$ cat src/rtl/fetch_stage_if.sv
// rtl/fetch_stage_if.sv - instruction memory req/ack bus between the IF stage and imem
interface fetch_stage_if;
  logic        imem_req;
  logic [31:0] imem_addr;
  logic        imem_ack;
  logic [31:0] imem_rdata;

  modport master (
    output imem_req,
    output imem_addr,
    input  imem_ack,
    input  imem_rdata
  );

  modport slave (
    input  imem_req,
    input  imem_addr,
    output imem_ack,
    output imem_rdata
  );
endinterface

$ cat src/rtl/fetch_stage.sv
// rtl/fetch_stage.sv - MIPS IF stage with IF/ID register, stall skid buffer and redirect flush
module fetch_stage #(
  parameter logic [31:0] RESET_PC  = 32'h0000_0000,
  parameter logic [31:0] NOP_INSTR = 32'h0000_0000
) (
  input  logic          clk,
  input  logic          rst,
  input  logic          PCWr,
  input  logic          IFIDWr,
  input  logic          branchTaken,
  input  logic [31:0]   branchTarget,
  input  logic          jump,
  input  logic [31:0]   jumpTarget,
  fetch_stage_if.master imem,
  output logic [31:0]   IFIDInstr,
  output logic [31:0]   IFIDPCPlus4,
  output logic          IFIDValid,
  output logic          fetchBusy
);

  typedef enum logic {
    S_FETCH = 1'b0,
    S_HOLD  = 1'b1
  } state_t;

  state_t      r_state;
  state_t      w_state_nxt;
  logic [31:0] r_pc;
  logic [31:0] w_pc_nxt;
  logic [31:0] r_buf;
  logic [31:0] w_buf_nxt;
  logic        r_pend_vld;
  logic        w_pend_vld_nxt;
  logic [31:0] r_pend_tgt;
  logic [31:0] w_pend_tgt_nxt;
  logic [31:0] r_ifid_instr;
  logic [31:0] w_ifid_instr_nxt;
  logic [31:0] r_ifid_pc4;
  logic [31:0] w_ifid_pc4_nxt;
  logic        r_ifid_vld;
  logic        w_ifid_vld_nxt;

  logic        w_redir;
  logic        w_adv;
  logic [31:0] w_tgt;
  logic [31:0] w_pc_plus4;

  // Unequal PCWr/IFIDWr is treated as a stall, so only both-high advances.
  assign w_redir    = branchTaken | jump;
  assign w_tgt      = branchTaken ? branchTarget : jumpTarget;
  assign w_adv      = PCWr & IFIDWr;
  assign w_pc_plus4 = r_pc + 32'd4;

  always_ff @(posedge clk or posedge rst) begin
    if (rst) begin
      r_state      <= S_FETCH;
      r_pc         <= RESET_PC;
      r_buf        <= 32'h0;
      r_pend_vld   <= 1'b0;
      r_pend_tgt   <= 32'h0;
      r_ifid_instr <= NOP_INSTR;
      r_ifid_pc4   <= 32'h0;
      r_ifid_vld   <= 1'b0;
    end else begin
      r_state      <= w_state_nxt;
      r_pc         <= w_pc_nxt;
      r_buf        <= w_buf_nxt;
      r_pend_vld   <= w_pend_vld_nxt;
      r_pend_tgt   <= w_pend_tgt_nxt;
      r_ifid_instr <= w_ifid_instr_nxt;
      r_ifid_pc4   <= w_ifid_pc4_nxt;
      r_ifid_vld   <= w_ifid_vld_nxt;
    end
  end

  always_comb begin
    w_state_nxt      = r_state;
    w_pc_nxt         = r_pc;
    w_buf_nxt        = r_buf;
    w_pend_vld_nxt   = r_pend_vld;
    w_pend_tgt_nxt   = r_pend_tgt;
    w_ifid_instr_nxt = r_ifid_instr;
    w_ifid_pc4_nxt   = r_ifid_pc4;
    w_ifid_vld_nxt   = r_ifid_vld;

    case (r_state)
      S_FETCH: begin
        if (imem.imem_ack) begin
          if (w_redir || r_pend_vld) begin
            // Word belongs to the wrong path; jump straight to the new target.
            w_pc_nxt         = w_redir ? w_tgt : r_pend_tgt;
            w_pend_vld_nxt   = 1'b0;
            w_ifid_instr_nxt = NOP_INSTR;
            w_ifid_vld_nxt   = 1'b0;
          end else if (w_adv) begin
            w_ifid_instr_nxt = imem.imem_rdata;
            w_ifid_pc4_nxt   = w_pc_plus4;
            w_ifid_vld_nxt   = 1'b1;
            w_pc_nxt         = w_pc_plus4;
          end else begin
            w_buf_nxt   = imem.imem_rdata;
            w_state_nxt = S_HOLD;
          end
        end else begin
          if (w_redir) begin
            // Address must stay put until ack, so remember where to go next.
            w_pend_vld_nxt   = 1'b1;
            w_pend_tgt_nxt   = w_tgt;
            w_ifid_instr_nxt = NOP_INSTR;
            w_ifid_vld_nxt   = 1'b0;
          end else if (IFIDWr) begin
            w_ifid_instr_nxt = NOP_INSTR;
            w_ifid_vld_nxt   = 1'b0;
          end
        end
      end

      S_HOLD: begin
        if (w_redir) begin
          w_pc_nxt         = w_tgt;
          w_ifid_instr_nxt = NOP_INSTR;
          w_ifid_vld_nxt   = 1'b0;
          w_state_nxt      = S_FETCH;
        end else if (w_adv) begin
          w_ifid_instr_nxt = r_buf;
          w_ifid_pc4_nxt   = w_pc_plus4;
          w_ifid_vld_nxt   = 1'b1;
          w_pc_nxt         = w_pc_plus4;
          w_state_nxt      = S_FETCH;
        end
      end
    endcase
  end

  assign imem.imem_req  = (r_state == S_FETCH) && !rst;
  assign imem.imem_addr = r_pc;
  assign fetchBusy      = imem.imem_req && !imem.imem_ack;

  assign IFIDInstr   = r_ifid_instr;
  assign IFIDPCPlus4 = r_ifid_pc4;
  assign IFIDValid   = r_ifid_vld;

endmodule

$ cat src/flat_wrapper.sv
// flat-port wrapper written by rule: the top's interface ports become plain ports
module fetch_stage_flat 
#(
  parameter logic [31:0] RESET_PC  = 32'h0000_0000,
  parameter logic [31:0] NOP_INSTR = 32'h0000_0000
)
  (clk, rst, PCWr, IFIDWr, branchTaken, branchTarget, jump, jumpTarget, IFIDInstr, IFIDPCPlus4, IFIDValid, fetchBusy, imem_imem_req, imem_imem_addr, imem_imem_ack, imem_imem_rdata);
  fetch_stage_if imem_i ();
  input  logic clk;
  input  logic rst;
  input  logic PCWr;
  input  logic IFIDWr;
  input  logic branchTaken;
  input  logic [31:0] branchTarget;
  input  logic jump;
  input  logic [31:0] jumpTarget;
  output logic [31:0] IFIDInstr;
  output logic [31:0] IFIDPCPlus4;
  output logic IFIDValid;
  output logic fetchBusy;
  output wire logic [$bits(imem_i.imem_req)-1:0] imem_imem_req;
  output wire logic [$bits(imem_i.imem_addr)-1:0] imem_imem_addr;
  input wire logic [$bits(imem_i.imem_ack)-1:0] imem_imem_ack;
  input wire logic [$bits(imem_i.imem_rdata)-1:0] imem_imem_rdata;
  assign imem_imem_req = imem_i.imem_req;
  assign imem_imem_addr = imem_i.imem_addr;
  assign imem_i.imem_ack = imem_imem_ack;
  assign imem_i.imem_rdata = imem_imem_rdata;
  fetch_stage #(.RESET_PC(RESET_PC), .NOP_INSTR(NOP_INSTR)) u_core (.clk(clk), .rst(rst), .PCWr(PCWr), .IFIDWr(IFIDWr), .branchTaken(branchTaken), .branchTarget(branchTarget), .jump(jump), .jumpTarget(jumpTarget), .imem(imem_i), .IFIDInstr(IFIDInstr), .IFIDPCPlus4(IFIDPCPlus4), .IFIDValid(IFIDValid), .fetchBusy(fetchBusy));
endmodule
$ cat config.mk
export PLATFORM = sky130hd
export DESIGN_NAME = fetch_stage_flat
export DESIGN_NICKNAME = d
export VERILOG_FILES = /design/src/rtl/fetch_stage_if.sv /design/src/rtl/fetch_stage.sv /design/src/flat_wrapper.sv
export SDC_FILE = /design/constraint.sdc
export NUM_CORES = 1
export LEC_CHECK = 0
export BUFFER_PORTS_ARGS = -buffer_cell sky130_fd_sc_hd__buf_2
export CORE_AREA = 2 2 122 124
export CTS_BUF_LIST = sky130_fd_sc_hd__clkbuf_16
export DETAILED_ROUTE_END_ITERATION = 12
export DIE_AREA = 0 0 124 126
export GPL_TIMING_DRIVEN = 0
export HOLD_SLACK_MARGIN = 0.12
export PLACE_DENSITY_LB_ADDON = 0.2
export SETUP_SLACK_MARGIN = 0.2
export SYNTH_ARGS = -nofsm -noshare
export SYNTH_HDL_FRONTEND = slang
export SYNTH_SLANG_ARGS = --single-unit
$ cat constraint.sdc
create_clock -name clk -period 9.5 [get_ports clk]
set_clock_uncertainty 0.2 [all_clocks]
set_input_delay 0.95 -clock clk [delete_from_list [all_inputs] [get_ports clk]]
set_output_delay 0.95 -clock clk [all_outputs]
set_load 0.02 [all_outputs]
==> metrics.md, run 1 <==
| Metric | Value |
|---|---|
| Status | `completed` |
| Root buf cell | `clkbuf_16` |
| Switching power total | `~0.00062 W` |
| Max rail drop VDD | `about 0.00012 V` |
| Core region area | `14310 µm²` |
| Clock power frac | `0.338` |
| Initial Util | `0.5689` |
| Slew margin rel. | `0.4890` |
| Final antenna-violating net count | `0` |
| Placed wire-length estimate | `17500 µm` |
| Syn_nets | `943` |
| DIE WIDTH | `~120 µm` |
| DRC | `0` |
| Post-cts gate resize count | `0` |
| Final WL | `roughly 24000 µm` |
| Vias in the first global route | `7272` |
| Top Family by Delay on Critical Path | `buffers and inverters` |
| First-pass GRT wire length | `39160 µm` |
| Final setup viols | `0` |
| Post-CTS Hold Fix Bufs | `0` |
| Sequential share of power | `0.446` |
| CTS tree | `done` |
| Post-Syn Instances | `839` |
| Total gr overflow | `0` |
| Final worst slack | `6.073 ns` |
| Die area | `15620 µm²` |
| Antenna violations before repair | `0` |
| Setup crit start kind | `input port` |
| Top-Level Pins | `202` |
| Critical Path AT | `between 2 and 2.5 ns` |
| Seq/Total Area, Yosys | `0.5009` |
| Dpl cells | `1223` |
| Final period utilization | `0.3608` |
| Design Power | `0.002008 W` |
| DRT Pass-1 Iters | `6` |
| Synth warn | `0` |
| Post-Synthesis Cell Area | `8143 µm²` |
| CTS Buf Count | `17` |
| Hold WC Path Type | `register to register` |
| Crit-path max cell delay | `0.48 ns` |
| CP required | `8.35 ns` |
| Power share of the combinational group | `0.215` |
| FMAX | `around 290 MHz` |
| Area leader, netlist | `dfrtp_1` |
| Switching part of the total power | `0.3088` |
| Global-route usage over all layers | `0.3255` |
| Proportion of netlist area held by the largest area contributor | `0.5009` |
| Async S/R FF share, synth | `1.000` |
| Ranking of synthesized cells by area | `dfrtp_1 50%, o21ai_0 7.4%, a22oi_1 7.1%, nand2_1 5.1%, mux2_2 4.6%` |
| Avg Cell Area, Syn | `9.705 µm²` |
| # clock sinks | `163` |
| Top_reg_cell synth | `dfrtp_1` |
| Crit path buf inv count | `4` |
| Core Util, Final | `0.6969` |
| Worst-Skew Late Latency | `0.43 ns` |
| Final Max Tran Viols | `0` |
| Critical-path cell list | `buf_2, or2_2, clkbuf_1, clkbuf_1, nor2_1, buf_2` |
| Synth-to-layout area growth | `22.51%` |
| Gp weighted congestion | `0.9095` |
| CP max-delay cell | `clkbuf_1` |
| Internal Power | `0.001388 W` |
| Layout cells sized above 1 | `0.2741` |
| Die height | `126 µm` |
| Max Buffers Root-to-Sink | `2` |
| Pin slew with the least headroom to its limit | `0.7623 ns` |
| Post-CTS setup buffers | `0` |
| Wirelength per Cell | `around 19 µm` |
| CTS clk-pin slew, worst paths | `0.06 ns` |
| Final std cells w/o fill | `1253` |
| Kind of critical path | `input port to output pin` |
| Via density | `6.255` |
| Crit path time final | `3.427 ns` |
| Ant diodes | `0` |
| CTS H-tree depth | `4` |
| Final hold vios | `0` |
| Rows | `44` |
| Pin count of the biggest net entering global routing | `100` |
| Initial DRC count | `910` |
| Setup WS pre-CTS | `6.137 ns` |
| Power Dens Cells | `201.3 nW/µm²` |
| # nets final | `1162` |
| Vias | `approximately 8000` |
| Flops & latches, synth | `roughly 160` |
| RSZ-0062 raised after global routing | `no` |
| Number of synthesized flops with an enable pin | `0` |
| Count of cell types in the netlist | `61` |
| PortBufs | `roughly 200` |
| Crit path max fanout | `10` |
| Sum Neg Setup Slack | `0 ns` |
| P_leak | `about 4.5 nW` |
| Worst setup EP type | `output pin` |
| Max_cap viols | `0` |
-- final timing paths --
| check | startpoint | end | slack [ns] | cells after the start |
|---|---|---|---|---|
| worst max-delay path | imem_imem_ack | fetchBusy | 6.07 | 6 |
| worst min-delay path | u_core.IFIDInstr[12] | u_core.IFIDInstr[12] | 0.27 | 2 |
| worst max register to register | u_core.r_state | u_core.IFIDPCPlus4[9] | 6.84 | 6 |
| worst min register to register | u_core.IFIDInstr[12] | u_core.IFIDInstr[12] | 0.27 | 2 |
| max in group asynchronous | rst | u_core.IFIDPCPlus4[11] | 7.91 | 3 |
| min in group asynchronous | rst | u_core.IFIDPCPlus4[0] | 0.38 | 2 |
-- flip-flops by register name, indices dropped and copies added (netlist names) --
name and count:
u_core.IFIDInstr 32, u_core.IFIDPCPlus4 32, u_core.imem.imem_addr 32, u_core.r_buf 32, u_core.r_pend_tgt 32, u_core.IFIDValid 1
u_core.r_pend_vld 1, u_core.r_state 1
-- worst register-to-register path, cell delays in order (launching register included) --
cell	delay, ns
dfrtp_1	0.40
buf_2	0.20
o2111ai_2	0.55
clkbuf_1	0.46
clkbuf_1	0.56
nand2_1	0.11
o21ai_0	0.09
-- power by group through the flow --
stage	logic [W]	clock network [W]	registers, W
final	0.000432	0.000680	0.000896
after floorplan	0.000208	0	0.000959
after CTS	0.000430	0.000683	0.000893
after global routing	0.000478	0.000717	0.000912
after global placement	0.000418	0	0.000900
after detailed placement	0.000428	0	0.000905
-- cells by family (layout without fill, tap and decap cells) --
kind of cell               Yosys count  after routing  share of synthesized area
buffers and inverters               77            307                    0.03934
AOI/OAI and AO/OA                  303            303                     0.2417
and+or+nand+nor                    234            234                     0.1407
DFF                                163            163                     0.5009
xor gates and xnor gates            28             28                    0.03012
adders and majority gates            1              1                   0.001536
muxes                               33             33                    0.04564
-- final cells by class --
class                   instances  area, µm²
plain buffers                  72      301.5
repair buffers                200       1023
multi-input cells             599       3744
well taps                     184      230.2
flip-flops and latches        163       4079
fillers                      1187       4338
clock inverters                13      146.4
inverters                       5      26.28
clock buffers                  17      425.4
-- metrics by stage --
stage,hold slack (ns),instance area [µm²]
after floorplan,0.2497,8143
after global placement,0.2568,9369
after detailed placement,0.2650,9404
after CTS,0.2789,9976
after global routing,0.2951,9976
final,0.2709,9976
-- cell usage in the layout (no fill, tap or decap), types with 4 or more instances in the layout --
cell type	netlist	routed
a21o_1	4	4
a21oi_1	22	22
a222oi_1	13	13
a22oi_1	77	77
a31oi_1	27	27
and2_1	4	4
and3_1	10	10
buf_1	9	9
buf_2	14	213
clkbuf_1	44	44
clkbuf_16	0	17
clkinv_2	0	5
dfrtp_1	163	163
inv_1	5	6
mux2_2	33	33
nand2_1	110	110
nand3_1	11	11
nand4_1	8	8
nor2_1	28	28
nor2b_1	28	28
nor3_1	7	7
nor4_1	10	10
o211ai_1	5	5
o21ai_0	121	121
o311ai_0	4	4
xnor2_1	23	23
xor2_1	5	5
-- Yosys cell counts, types with 4 or more instances --
cell      number
clkbuf_1      44
nand4_1        8
nor4_1        10
dfrtp_1      163
inv_1          5
a22oi_1       77
o311ai_0       4
o21ai_0      121
buf_2         14
and2_1         4
nor3_1         7
mux2_2        33
buf_1          9
a21oi_1       22
xor2_1         5
nor2b_1       28
and3_1        10
o211ai_1       5
a31oi_1       27
a222oi_1      13
nand2_1      110
a21o_1         4
nand3_1       11
xnor2_1       23
nor2_1        28
-- layer usage --
layer / routed length (µm) / vias to the layer above / share of wire / GRT usage
met3: 2785 / 50 / 0.11 / 0.08243
li1: - / 3559 / - / -
met2: 10530 / 475 / 0.43 / 0.4615
met1: 10390 / 3754 / 0.43 / 0.4946
met4: 514 / 0 / 0.021 / 0.09650
met5: 0 / - / 0 / 0
No activity file was read; power rests on OpenSTA's default activity.
==> inputs of run 2 (changes only) <==
--- a/config.mk
+++ b/config.mk
@@ -5,11 +5,12 @@
 export SDC_FILE = /design/constraint.sdc
 export NUM_CORES = 1
 export LEC_CHECK = 0
+export ABC_AREA = 1
 export BUFFER_PORTS_ARGS = -buffer_cell sky130_fd_sc_hd__buf_2
-export CORE_AREA = 2 2 122 124
+export CORE_AREA = 2 2 128 130
 export CTS_BUF_LIST = sky130_fd_sc_hd__clkbuf_16
 export DETAILED_ROUTE_END_ITERATION = 12
-export DIE_AREA = 0 0 124 126
+export DIE_AREA = 0 0 130 132
 export GPL_TIMING_DRIVEN = 0
 export HOLD_SLACK_MARGIN = 0.12
 export PLACE_DENSITY_LB_ADDON = 0.2
==> constraint.sdc (replaced) <==
create_clock -name clk -period 3.3 [get_ports clk]
set_clock_uncertainty 0.2 [all_clocks]
set_input_delay 0.33 -clock clk [delete_from_list [all_inputs] [get_ports clk]]
set_output_delay 0.33 -clock clk [all_outputs]
set_load 0.02 [all_outputs]
==> metrics.md, run 2 <==
| Metric | Value |
|---|---|
| CP max-delay cell | `dfrtp_1` |
| Worst r2r dst | `u_core.imem.imem_addr[26]` |
| Synth warn | `0` |
| CTS Buf Count | `17` |
| Kind of critical path | `register to register` |
| Async S/R FF share, synth | `1.000` |
| Post-Syn Instances | `1112` |
| Post-synth top cells | `357 x nand2_1, 163 x dfrtp_1, 163 x o21ai_0` |
| Syn_nets | `1216` |
| FMAX | `435.8 MHz` |
| Crit-path max cell delay | `0.47 ns` |
| DIE WIDTH | `130 µm` |
| Crit path max fanout | `6` |
| Vias in the first global route | `7746` |
| Largest family of logic cells by synthesized area | `simple AND/OR/NAND/NOR gates` |
| Final hold vios | `0` |
| Crit path time final | `2.294 ns` |
| Max_cap viols | `0` |
| Critical Path AT | `2.42 ns` |
| Critical-path cell list | `ha_1, nand2_1, nor2_1, nand2_1, nor3_1, nand2_1, nand2_1, nand2_1, nand2_1, nand2_1` |
| Max rail drop VDD | `about 0.00040 V` |
| P_leak | `between 5 and 6 nW` |
| Setup crit start kind | `register` |
| DRC | `0` |
| RSZ-0062 raised after global routing | `no` |
| Final WL | `between 20000 and 30000 µm` |
| CTS clk-pin slew, worst paths | `0.06 ns` |
| Mux share of post-synthesis cell area | `0` |
| DRT Pass-1 Iters | `6` |
| Root buf cell | `clkbuf_16` |
| Sequential share of power | `0.424` |
| Pin slew with the least headroom to its limit | `0.7246 ns` |
| Gp weighted congestion | `0.9423` |
| Post-CTS setup buffers | `0` |
| Initial Util | `0.5311` |
| FF-to-FF Start | `u_core.imem.imem_addr[2]` |
| Worst-case reg-to-reg path depth | `10` |
| Top_reg_cell synth | `dfrtp_1` |
| Die area | `around 17000 µm²` |
| First-pass GRT wire length | `40060 µm` |
| PortBufs | `200` |
| Max Buffers Root-to-Sink | `2` |
| Total gr overflow | `0` |
| Initial DRC count | `approximately 710` |
| Most frequent CP cell | `nand2_1` |
| # clock sinks | `163` |
| # nets final | `1476` |
| CTS H-tree depth | `4` |
| Final period utilization | `0.6953` |
| Count of cell types in the netlist | `35` |
| Area leader, netlist | `dfrtp_1` |
| Power share of the combinational group | `0.226` |
| Most common cell after layout, fill and taps aside | `nand2_1` |
| Clock power frac | `0.350` |
| Seq/Total Area, Yosys | `0.4888` |
| Worst setup EP type | `register` |
| Core Util, Final | `0.6810` |
| Status | `completed` |
| Vias | `8312` |
| CTS tree | `done` |
| Flops & latches, synth | `163` |
| Count leader, synth | `nand2_1` |
| Rows | `46` |
| Synth Area in Compound Gates | `0.1365` |
| Final antenna-violating net count | `0` |
| Post-Synthesis Cell Area | `between 8000 and 9000 µm²` |
| Ant diodes | `0` |
| Wirelength per Cell | `15.77 µm` |
| Worst-Skew Late Latency | `0.44 ns` |
| Layout cells sized above 1 | `0.2065` |
| Crit path buf inv count | `0` |
| Core region area | `15710 µm²` |
| Global-route usage over all layers | `0.2994` |
| Design Power | `0.006092 W` |
| Slew margin rel. | `0.5159` |
| CP required | `3.42 ns` |
| Final Max Tran Viols | `0` |
| Synth Area in Simple Gates | `0.2744` |
| Internal Power | `approximately 0.0041 W` |
| Hold WC Path Type | `input port to register` |
| Hold path depth | `5` |
| Pin count of the biggest net entering global routing | `41` |
| Hold_sp | `branchTarget[31]` |
| Fin area | `10700 µm²` |
| Final setup viols | `0` |
| Ranking of synthesized cells by area | `dfrtp_1 49%, nand2_1 16%, o21ai_0 9.8%, inv_1 4.6%, nor2_1 4.5%` |
| Synth Area in Adders | `0.001499` |
| Reg-to-reg setup timing slack | `1.01 ns` |
| Power Dens Cells | `569.3 nW/µm²` |
| Switching part of the total power | `0.3245` |
| Proportion of netlist area held by the largest area contributor | `0.4888` |
| Via density | `roughly 5.2` |
| Synth-to-layout area growth | `28.24%` |
| Top Family by Delay on Critical Path | `simple AND/OR/NAND/NOR gates` |
| Die height | `132 µm` |
| Top-Level Pins | `roughly 200` |
| Avg Cell Area, Syn | `around 7.5 µm²` |
| Switching power total | `about 0.002 W` |
| Post-synthesis xor/xnor area fraction | `0.01469` |
| Dpl cell area | `about 9700 µm²` |
| Most frequent cells in the layout | `357 x nand2_1, 214 x buf_2, 163 x o21ai_0, 163 x dfrtp_1` |
| Hold Path End | `u_core.r_pend_tgt[31]` |
| Number of synthesized flops with an enable pin | `0` |
| Placed wire-length estimate | `18420 µm` |
| Antenna violations before repair | `1` |
-- run 2: cell count changes in the layout (fill, tap and decap cells not counted), sizes merged, moves of 21 or more --
cell	previous run	this run
dlygate4sd3	0	37
nand2	110	363
xnor2	23	2
a22oi	77	0
nor2	29	107
mux2	33	0
clkbuf	63	40
nand3	12	68
a31oi	27	1
o21ai	122	165
inv	7	112
nor2b	28	0
-- run 2: tightest hold or removal path: stages --
cell     delay (ns)
buf_2          0.07
o21ai_0        0.09
o21ai_0        0.11
nand2_1        0.05
o21ai_0        0.07
-- run 2: layout make-up --
type	count	area, µm²
sequential	163	4079
timing repair buffer	241	1451
tap	216	270.3
buffer	53	289.0
fill	1349	5012
clock buffer	17	425.4
clock inverter	15	205.2
multi-input combinational	786	3563
inverter	110	416.7
-- run 2: timing repair --
| action | in CTS | in global routing |
|---|---|---|
| gates resized for setup | 0 | 0 |
| hold endpoints to repair | 97 | 0 |
| hold buffers | 37 | 0 |
-- run 2: power by group through the flow --
| stage | logic, W | clock network, W | registers (W) |
|---|---|---|---|
| after floorplan | 0.000642 | 0 | 0.00279 |
| after global placement | 0.00129 | 0 | 0.00261 |
| after detailed placement | 0.00133 | 0 | 0.00261 |
| after CTS | 0.00137 | 0.00215 | 0.00258 |
| after global routing | 0.00153 | 0.00224 | 0.00262 |
| final | 0.00138 | 0.00213 | 0.00258 |
-- run 2: per-layer routing --
metal,wire (µm),vias up,GRT usage
li1,-,4082,-
met1,11350,3833,0.4311
met2,11310,342,0.4506
met3,1984,53,0.07265
met4,586,2,0.08781
met5,10,-,0
-- run 2: cells by family (layout without fill, tap and decap cells) --
logic type / after synthesis / after routing
DFF: 163 / 163
buffers and inverters: 163 / 436
adders and majority gates: 1 / 1
AOI/OAI and AO/OA: 213 / 213
and+or+nand+nor: 558 / 558
xor gates and xnor gates: 14 / 14
-- run 2: how the worst max path moves through the flow --
stage / to / from / depth (start not counted)
after floorplan: u_core.IFIDInstr[0] / rst / 1
after global placement: u_core.IFIDPCPlus4[24] / rst / 2
after detailed placement: u_core.imem.imem_addr[8] / jump / 9
after CTS: fetchBusy / u_core.r_state / 4
after global routing: u_core.imem.imem_addr[25] / u_core.r_state / 10
final: u_core.imem.imem_addr[26] / u_core.imem.imem_addr[2] / 10
-- run 2: per-stage QoR --
step | setup slack [ns] | instances | setup TNS [ns] | hold WS (ns)
after floorplan | 0.6992 | 1112 | 0 | 0.2493
after global placement | -0.3681 | 1528 | -58.32 | 0.2531
after detailed placement | 1.080 | 1532 | 0 | 0.2619
after CTS | 1.032 | 1601 | 0 | 0.1320
after global routing | 0.8321 | 1601 | 0 | 0.1693
final | 1.006 | 1601 | 0 | 0.1326
